## config.mk

```make
export PLATFORM = sky130hd
export DESIGN_NAME = hpi_access_sequencer_flat
export DESIGN_NICKNAME = d
export VERILOG_FILES = /design/src/rtl/hpi_access_sequencer_if.sv /design/src/rtl/hpi_access_sequencer.sv /design/src/flat_wrapper.sv
export SDC_FILE = /design/constraint.sdc
export NUM_CORES = 1
export LEC_CHECK = 0
export CAP_MARGIN = 15
export CORE_MARGIN = 2
export CORE_UTILIZATION = 38
export CTS_CLUSTER_SIZE = 14
export DETAILED_ROUTE_END_ITERATION = 7
export HOLD_SLACK_MARGIN = 0.08
export PLACE_DENSITY_LB_ADDON = 0.25
export REMOVE_ABC_BUFFERS = 1
export SYNTH_ARGS = -nofsm -noshare
export SYNTH_HDL_FRONTEND = slang
export SYNTH_SLANG_ARGS = --single-unit
export TNS_END_PERCENT = 20
```

## constraint.sdc

```tcl
create_clock -name iCLK -period 4.1 [get_ports iCLK]
set_clock_uncertainty 0.1 [all_clocks]
set_input_delay 0.615 -clock iCLK [delete_from_list [all_inputs] [get_ports iCLK]]
set_output_delay 0.615 -clock iCLK [all_outputs]
set_load 0.02 [all_outputs]
```

## src/rtl/hpi_access_sequencer_if.sv

```systemverilog
// rtl/hpi_access_sequencer_if.sv - host request/response and HPI pad signals of the access sequencer
interface hpi_access_sequencer_if #(
    parameter int LEN_W = 8
);
    logic             iREQ;
    logic             iWE;
    logic             iBLOCK;
    logic [1:0]       iREG;
    logic [15:0]      iMADDR;
    logic [LEN_W-1:0] iLEN;
    logic [15:0]      iWDATA;
    logic             oWNEXT;
    logic [15:0]      oRDATA;
    logic             oRVALID;
    logic             oBUSY;
    logic             oDONE;
    logic [1:0]       oHPI_ADDR;
    logic             oHPI_CS_N;
    logic             oHPI_RD_N;
    logic             oHPI_WR_N;
    logic [15:0]      oHPI_DOUT;
    logic             oHPI_DOE;
    logic [15:0]      iHPI_DIN;

    modport slave (
        input  iREQ, iWE, iBLOCK, iREG, iMADDR, iLEN, iWDATA, iHPI_DIN,
        output oWNEXT, oRDATA, oRVALID, oBUSY, oDONE,
               oHPI_ADDR, oHPI_CS_N, oHPI_RD_N, oHPI_WR_N, oHPI_DOUT, oHPI_DOE
    );

    modport master (
        output iREQ, iWE, iBLOCK, iREG, iMADDR, iLEN, iWDATA, iHPI_DIN,
        input  oWNEXT, oRDATA, oRVALID, oBUSY, oDONE,
               oHPI_ADDR, oHPI_CS_N, oHPI_RD_N, oHPI_WR_N, oHPI_DOUT, oHPI_DOE
    );
endinterface

```

## src/rtl/hpi_access_sequencer.sv

```systemverilog
// rtl/hpi_access_sequencer.sv - timed CS/RD/WR sequencer for single and block HPI accesses
module hpi_access_sequencer #(
    parameter int SETUP_CYC  = 2,
    parameter int STROBE_CYC = 4,
    parameter int HOLD_CYC   = 1,
    parameter int RECOV_CYC  = 2,
    parameter int LEN_W      = 8
) (
    input  logic                 iCLK,
    input  logic                 iRST,
    hpi_access_sequencer_if.slave bus
);
    localparam int CW = 8;

    typedef enum logic [2:0] {S_IDLE, S_SETUP, S_STROBE, S_HOLD, S_RECOV} state_t;

    state_t           state_q, state_d;
    logic [CW-1:0]    cyc_q, cyc_d;
    logic [LEN_W-1:0] words_q, words_d;
    logic             blk_q, blk_d, cmd_we_q, cmd_we_d, acc_we_q, acc_we_d;
    logic [1:0]       addr_q, addr_d;
    logic [15:0]      dout_q, dout_d, rdata_q, rdata_d;
    logic             cs_n_q, cs_n_d, rd_n_q, rd_n_d, wr_n_q, wr_n_d, doe_q, doe_d;
    logic             busy_q, busy_d, done_q, done_d, rvalid_q, rvalid_d, wnext_q, wnext_d;
    logic             last, active_d;

    always_comb begin
        state_d  = state_q;
        cyc_d    = cyc_q;
        words_d  = words_q;
        blk_d    = blk_q;
        cmd_we_d = cmd_we_q;
        acc_we_d = acc_we_q;
        addr_d   = addr_q;
        dout_d   = dout_q;
        rdata_d  = rdata_q;
        done_d   = 1'b0;
        rvalid_d = 1'b0;
        last     = (cyc_q == '0);
        if (state_q != S_IDLE && !last) cyc_d = cyc_q - 1'b1;

        case (state_q)
            S_IDLE: begin
                if (bus.iREQ) begin
                    state_d  = S_SETUP;
                    cyc_d    = CW'(SETUP_CYC - 1);
                    blk_d    = bus.iBLOCK;
                    cmd_we_d = bus.iWE;
                    words_d  = bus.iBLOCK ? bus.iLEN : '0;
                    // a block transfer always opens with an ADDRESS-register write
                    acc_we_d = bus.iBLOCK | bus.iWE;
                    addr_d   = bus.iBLOCK ? 2'd2 : bus.iREG;
                    dout_d   = bus.iBLOCK ? bus.iMADDR : bus.iWDATA;
                end
            end
            S_SETUP: if (last) begin
                state_d = S_STROBE;
                cyc_d   = CW'(STROBE_CYC - 1);
            end
            S_STROBE: if (last) begin
                state_d = S_HOLD;
                cyc_d   = CW'(HOLD_CYC - 1);
                if (!acc_we_q) begin
                    rdata_d  = bus.iHPI_DIN;
                    rvalid_d = 1'b1;
                end
            end
            S_HOLD: if (last) begin
                state_d = S_RECOV;
                cyc_d   = CW'(RECOV_CYC - 1);
            end
            S_RECOV: if (last) begin
                if (blk_q && words_q != '0) begin
                    state_d  = S_SETUP;
                    cyc_d    = CW'(SETUP_CYC - 1);
                    words_d  = words_q - 1'b1;
                    addr_d   = 2'd0;
                    acc_we_d = cmd_we_q;
                    if (cmd_we_q) dout_d = bus.iWDATA;
                end else begin
                    state_d = S_IDLE;
                    done_d  = 1'b1;
                end
            end
            default: state_d = S_IDLE;
        endcase

        // pin levels are derived from the next state so every output leaves a flop
        active_d = (state_d == S_SETUP) || (state_d == S_STROBE) || (state_d == S_HOLD);
        cs_n_d   = !active_d;
        rd_n_d   = !(state_d == S_STROBE && !acc_we_d);
        wr_n_d   = !(state_d == S_STROBE && acc_we_d);
        doe_d    = active_d && acc_we_d;
        busy_d   = (state_d != S_IDLE);
        wnext_d  = (state_d == S_RECOV) && (cyc_d == '0) && blk_q && cmd_we_q && (words_q != '0);
    end

    always_ff @(posedge iCLK) begin
        if (iRST) begin
            state_q  <= S_IDLE;
            cyc_q    <= '0;
            words_q  <= '0;
            blk_q    <= 1'b0;
            cmd_we_q <= 1'b0;
            acc_we_q <= 1'b0;
            addr_q   <= '0;
            dout_q   <= '0;
            rdata_q  <= '0;
            cs_n_q   <= 1'b1;
            rd_n_q   <= 1'b1;
            wr_n_q   <= 1'b1;
            doe_q    <= 1'b0;
            busy_q   <= 1'b0;
            done_q   <= 1'b0;
            rvalid_q <= 1'b0;
            wnext_q  <= 1'b0;
        end else begin
            state_q  <= state_d;
            cyc_q    <= cyc_d;
            words_q  <= words_d;
            blk_q    <= blk_d;
            cmd_we_q <= cmd_we_d;
            acc_we_q <= acc_we_d;
            addr_q   <= addr_d;
            dout_q   <= dout_d;
            rdata_q  <= rdata_d;
            cs_n_q   <= cs_n_d;
            rd_n_q   <= rd_n_d;
            wr_n_q   <= wr_n_d;
            doe_q    <= doe_d;
            busy_q   <= busy_d;
            done_q   <= done_d;
            rvalid_q <= rvalid_d;
            wnext_q  <= wnext_d;
        end
    end

    assign bus.oWNEXT    = wnext_q;
    assign bus.oRDATA    = rdata_q;
    assign bus.oRVALID   = rvalid_q;
    assign bus.oBUSY     = busy_q;
    assign bus.oDONE     = done_q;
    assign bus.oHPI_ADDR = addr_q;
    assign bus.oHPI_CS_N = cs_n_q;
    assign bus.oHPI_RD_N = rd_n_q;
    assign bus.oHPI_WR_N = wr_n_q;
    assign bus.oHPI_DOUT = dout_q;
    assign bus.oHPI_DOE  = doe_q;
endmodule
```

## src/flat_wrapper.sv

```systemverilog
// flat-port wrapper written by rule: the top's interface ports become plain ports
module hpi_access_sequencer_flat 
#(
    parameter int SETUP_CYC  = 2,
    parameter int STROBE_CYC = 4,
    parameter int HOLD_CYC   = 1,
    parameter int RECOV_CYC  = 2,
    parameter int LEN_W      = 8
)
  (iCLK, iRST, bus_iREQ, bus_iWE, bus_iBLOCK, bus_iREG, bus_iMADDR, bus_iLEN, bus_iWDATA, bus_iHPI_DIN, bus_oWNEXT, bus_oRDATA, bus_oRVALID, bus_oBUSY, bus_oDONE, bus_oHPI_ADDR, bus_oHPI_CS_N, bus_oHPI_RD_N, bus_oHPI_WR_N, bus_oHPI_DOUT, bus_oHPI_DOE);
  hpi_access_sequencer_if #(.LEN_W(LEN_W)) bus_i ();
  input  logic iCLK;
  input  logic iRST;
  input wire logic [$bits(bus_i.iREQ)-1:0] bus_iREQ;
  input wire logic [$bits(bus_i.iWE)-1:0] bus_iWE;
  input wire logic [$bits(bus_i.iBLOCK)-1:0] bus_iBLOCK;
  input wire logic [$bits(bus_i.iREG)-1:0] bus_iREG;
  input wire logic [$bits(bus_i.iMADDR)-1:0] bus_iMADDR;
  input wire logic [$bits(bus_i.iLEN)-1:0] bus_iLEN;
  input wire logic [$bits(bus_i.iWDATA)-1:0] bus_iWDATA;
  input wire logic [$bits(bus_i.iHPI_DIN)-1:0] bus_iHPI_DIN;
  output wire logic [$bits(bus_i.oWNEXT)-1:0] bus_oWNEXT;
  output wire logic [$bits(bus_i.oRDATA)-1:0] bus_oRDATA;
  output wire logic [$bits(bus_i.oRVALID)-1:0] bus_oRVALID;
  output wire logic [$bits(bus_i.oBUSY)-1:0] bus_oBUSY;
  output wire logic [$bits(bus_i.oDONE)-1:0] bus_oDONE;
  output wire logic [$bits(bus_i.oHPI_ADDR)-1:0] bus_oHPI_ADDR;
  output wire logic [$bits(bus_i.oHPI_CS_N)-1:0] bus_oHPI_CS_N;
  output wire logic [$bits(bus_i.oHPI_RD_N)-1:0] bus_oHPI_RD_N;
  output wire logic [$bits(bus_i.oHPI_WR_N)-1:0] bus_oHPI_WR_N;
  output wire logic [$bits(bus_i.oHPI_DOUT)-1:0] bus_oHPI_DOUT;
  output wire logic [$bits(bus_i.oHPI_DOE)-1:0] bus_oHPI_DOE;
  assign bus_i.iREQ = bus_iREQ;
  assign bus_i.iWE = bus_iWE;
  assign bus_i.iBLOCK = bus_iBLOCK;
  assign bus_i.iREG = bus_iREG;
  assign bus_i.iMADDR = bus_iMADDR;
  assign bus_i.iLEN = bus_iLEN;
  assign bus_i.iWDATA = bus_iWDATA;
  assign bus_i.iHPI_DIN = bus_iHPI_DIN;
  assign bus_oWNEXT = bus_i.oWNEXT;
  assign bus_oRDATA = bus_i.oRDATA;
  assign bus_oRVALID = bus_i.oRVALID;
  assign bus_oBUSY = bus_i.oBUSY;
  assign bus_oDONE = bus_i.oDONE;
  assign bus_oHPI_ADDR = bus_i.oHPI_ADDR;
  assign bus_oHPI_CS_N = bus_i.oHPI_CS_N;
  assign bus_oHPI_RD_N = bus_i.oHPI_RD_N;
  assign bus_oHPI_WR_N = bus_i.oHPI_WR_N;
  assign bus_oHPI_DOUT = bus_i.oHPI_DOUT;
  assign bus_oHPI_DOE = bus_i.oHPI_DOE;
  hpi_access_sequencer #(.SETUP_CYC(SETUP_CYC), .STROBE_CYC(STROBE_CYC), .HOLD_CYC(HOLD_CYC), .RECOV_CYC(RECOV_CYC), .LEN_W(LEN_W)) u_core (.iCLK(iCLK), .iRST(iRST), .bus(bus_i));
endmodule
```

== After elaboration in Yosys (flattened, before gate mapping) ==
Cells that the tools add are included.
Cells by class
  shift operators: 0
  bitwise gates (word level): 5
  $mul: 0
  $lt $le $gt $ge: 0
  equal/unequal tests: 12
  multiplexer cells: 37
  reductions and logical operators: 29
  add/sub/neg operators: 2
  divide/modulo/power cells: 0
Operators by type and width (count)
  $mux W8: 11
  $mux W16: 5
  $pmux W8 S5: 1
  $pmux W16 S2: 1
  $logic_not A8 Y1: 2
  $pmux W8 S2: 1
  $sub A8 B1 Y8 const B: 2
  $mux W3: 5
  $pmux W3 S5: 1
  $eq A3 B2 Y1 const B: 4
  $logic_and A1 B1 Y1: 9
  $mux W2: 4
  $reduce_bool A8 Y1: 1
  $eq A3 B1 Y1 const B: 2
  $eq A3 B3 Y1 const B: 2
  $mux W1: 6
  $ne A2 B1 Y1 const B: 3
  $reduce_bool A3 Y1: 2
  $reduce_or A3 Y1: 2
  $logic_not A1 Y1: 5
  $reduce_and A5 Y1: 1
  $not A1 Y1: 4
  $pmux W2 S2: 1
  $reduce_and A4 Y1: 1
  8 further kinds: 9
Storage, ports and cells
  logic and storage cells: 102
  bits in read-only memories: 0
  flip-flop bits (word level): 64
  memories: 0
  bits in latches: 0
  output and inout bits: 42
  RAM bits: 0
  bits of input ports: 63

== Logic depth before layout (Yosys ltp) ==
  depth in word-level cells: 12
  depth in mapped cells: 9
  mapped depth without buffers: 8

== Worst setup path after synthesis ==
Ideal clock, no wire load.
  path type: reg-to-reg
  start: register u_core.cyc_q[0]
  end: register u_core.dout_q[10] (netlist: u_core.bus.oHPI_DOUT[10])
  path slack: 1.846 ns
  arrival: 2.063 ns
  clock period less this slack: 2.254 ns
  data required time: 3.909 ns
  cell stages (with the launch flop): 10
  cells stage by stage: dfxtp_1 inv_1 ha_1 nor2b_1 nand3_1 nor3_2 a21o_2 buf_4 nor2_1 a311oi_1
Between the ends
  word-level cells in the longest chain between the ends: 3
Ends and longest elaborated chain
  from (decl): line hpi_access_sequencer.sv:18  | logic [CW-1:0] cyc_q, cyc_d;
  from (signal assigned): line hpi_access_sequencer.sv:119  | cyc_q <= cyc_d;
  $logic_not A8 Y1: line hpi_access_sequencer.sv:39  | last = (cyc_q == '0);
  $ne A2 B1 Y1 (no line)
  $reduce_and A5 Y1 (no line)
  to (signal assigned): line hpi_access_sequencer.sv:125  | dout_q <= dout_d;
  to (decl): line hpi_access_sequencer.sv:22  | logic [15:0] dout_q, dout_d, rdata_q, rdata_d;
No other way between the ends.
A chain may end at the register's enable or synchronous reset.

== Final worst setup path ==
  start: register u_core.cyc_q[0]
  end: register u_core.dout_q[2] (netlist: u_core.bus.oHPI_DOUT[2])
Same word-level chain as after synthesis.

==> metrics.cfg <==
[timing]
timing.final.crit_share_pct = 71.3
finalWorstPathRequiredPeriod_ns = 2.92
rsz0062_at_grt = no
fmax_ghz = 0.342
hold_viol_final = 0
timing.final.ws_setup_ns = 1.18
slew_headroom_pct = 45.3
fin_hold_ws_ns = 0.353
slew_viol_final = 0
tightest_slew_ns = 0.815
setup_viol = 0
final.setup.tns_ns = 0

[logic_synthesis]
synth.avg_cell_area_um2 = 7.80
yosysWarnings = 0
synth_edf_count = 0
synth_cell_type_count = 51
netlist_instances = 388
synth-seq-area-share_pct = 42.3
ys_seq_elements = 64
async_reset_ff_share_pct = 0
synthesis.area_um2 = 3030
synth_ff_type = dfxtp_1

[placement]
place_inst = 569
globalplace.congestion = 0.868
post_dp_cell_area_um2 = 4090
dp_hpwl_mm = 5.79
dpl_worst_slack_ns = 1.21
port_buffers = 104

[drt]
first_iter_violations = 82
antenna_left = 0
vias_per_cell = 5.27
drt-total-wl_mm = 8.15
wl_per_cell_um = 13.9
num_vias = 3084
first_pass_iters = 4
drc = 0

[power_and_ir_drop]
power.total_mw = 2.71
pwr-share-seq_pct = 32.6
p_per_area_nw_per_um2 = 631
clockPowerShare_pct = 20.7
p_sw_mw = 1.09
switching_share_pct = 40.3
p_comb_share_pct = 46.7
leakage_nw = 1.56
peakVddDrop_uv = 273
p_int_mw = 1.62

[floorplanning]
rows = 32
start_util_pct = 39.2
die_w_um = 93.2
ios = 105
core_um2 = 7730
die_h_um = 93.2
die_area_um2 = 8690

[final_layout]
final_layout_size_suffix_gt1_share_pct = 6.83
final_area_um2 = 4300
instances_no_fill = 585
layout_common_cells = clkdlybuf4s50_1, nand2_1, dfxtp_1
utilization_pct = 55.6
nets = 545
insertedDiodeCount = 0
final_common_cell = clkdlybuf4s50_1
syn2layout_area_growth_pct = 42.1

[critical_path]
critPathMaxStageDelay_ns = 0.59
critPathCaptureType = flip-flop
path_max_fanout = 32
cp.arrival_ns = 3.06
cp_top_family = simple AND/OR/NAND/NOR gates
required_ns = 4.24
path_cells = inv_1, ha_1, nor2b_1, nand3_1, nor3_2, a21o_2, nor2_1, a311oi_1
crit_buf_inv = 1
worstSetupPathType = flip-flop to flip-flop
cp_slowest_cell = a21o_2
startpoint_type = flip-flop

[global_route]
antenna_found_initial = 0
grt_max_degree = 45
grt_util_all_layers_pct = 19.1
grt_overflow = 0
grt_pass1_vias = 2833
grt_pass1_wl_mm = 13.3

[clocking]
hold_buffers = 0
htreeDepth = 3
cts_buffers = 9
path_clk_slew_ns = 0.07
clockRootBuffer = clkbuf_8
cts_tree = yes
post_cts_buffers = 0
clk_latency_ns = 0.34
cts_resized = 0
cts_buffer_depth = 2
cts_num_sinks = 64

[worst_hold_path]
hp-class = flip-flop to flip-flop

[outcome]
status = finished, final reports clean

[flow_run]
drv_cap = 0

-- synthesized netlist by cell type (2+ instances only) --
| master | instances | share of area (%) |
|---|---|---|
| nand2_1 | 66 | 8.2 |
| xor2_1 | 3 | 0.87 |
| o41ai_1 | 2 | 0.58 |
| nand3_1 | 25 | 4.1 |
| o31ai_1 | 5 | 1.2 |
| a22oi_1 | 5 | 1.2 |
| nand4_1 | 2 | 0.41 |
| nor2b_1 | 4 | 0.83 |
| dfxtp_1 | 64 | 42 |
| nor3_1 | 8 | 1.3 |
| buf_6 | 2 | 0.74 |
| clkbuf_1 | 23 | 2.9 |
| a211oi_1 | 2 | 0.50 |
| a311oi_1 | 18 | 5.2 |
| nand4b_1 | 3 | 0.87 |
| nor3b_1 | 2 | 0.50 |
| buf_2 | 2 | 0.33 |
| nor4_1 | 4 | 0.83 |
| nor2_1 | 58 | 7.2 |
| o21ai_0 | 12 | 2.0 |
| nor3_2 | 2 | 0.66 |
| nand2b_1 | 2 | 0.41 |
| mux2i_1 | 3 | 0.99 |
| nor2_2 | 2 | 0.41 |
| or2_2 | 2 | 0.41 |
| a21oi_1 | 32 | 5.3 |
| inv_1 | 7 | 0.87 |
| ha_1 | 3 | 1.2 |
| or4_1 | 2 | 0.50 |
| o211ai_1 | 2 | 0.50 |
-- power by group through the flow --
stage	clock [mW]	combinational (mW)	sequential, mW
6_report	0.561	1.27	0.883
5_1_grt	0.603	1.40	0.904
3_5_place_dp	0	1.26	0.895
3_3_place_gp	0	1.25	0.886
4_1_cts	0.575	1.27	0.882
2_1_floorplan	0	0.733	0.976
-- worst paths after layout --
| path | from | end | slack (ns) | cells after the start |
|---|---|---|---|---|
| worst max-delay path | u_core.cyc_q[0] | u_core.bus.oHPI_DOUT[2] | 1.18 | 8 |
| worst max register to register | u_core.cyc_q[0] | u_core.bus.oHPI_DOUT[2] | 1.18 | 8 |
| worst min-delay path | u_core.bus.oRDATA[2] | u_core.bus.oRDATA[2] | 0.35 | 2 |
| worst min register to register | u_core.bus.oRDATA[2] | u_core.bus.oRDATA[2] | 0.35 | 2 |
-- worst min-delay path, stage by stage (launching register included) --
cell and delay (ns):
dfxtp_1 0.31, nand2_1 0.05, a21oi_1 0.05
-- final cells by class --
cell class / count / area [um^2]
clock buffer: 12 / 165
tap: 102 / 128
sequential: 64 / 1280
fill: 703 / 3430
inverter: 7 / 26.3
multi-input combinational: 288 / 1590
timing repair buffer: 109 / 1070
clock inverter: 3 / 40.0
-- kinds of logic after synthesis --
logic type      Yosys count  share of synthesized area (%)
compound gates           87                           19.6
xor+xnor                  4                           1.16
simple gates            191                           29.4
buf+inv                  36                           5.17
fa+ha+maj                 3                           1.24
mux                       3                          0.993
flops                    64                           42.3
-- registers in the layout, summed over array words and instances (netlist names), 2 cells and up --
name and cells:
u_core.cyc_q 8, u_core.bus.oHPI_DOUT 16, u_core.state_q 3, u_core.bus.oRDATA 16
u_core.words_q 8, u_core.bus.oHPI_ADDR 2
-- metal layers --
metal  track usage (%)  vias to the layer above  wire [um]
met1              24.7                     1435       3820
met4              7.84                        0        131
met3              4.59                        8        494
met5                 0                        -          0
met2              30.5                       93       3710
li1                  -                     1548          -
(Power assumes the default switching activity.)
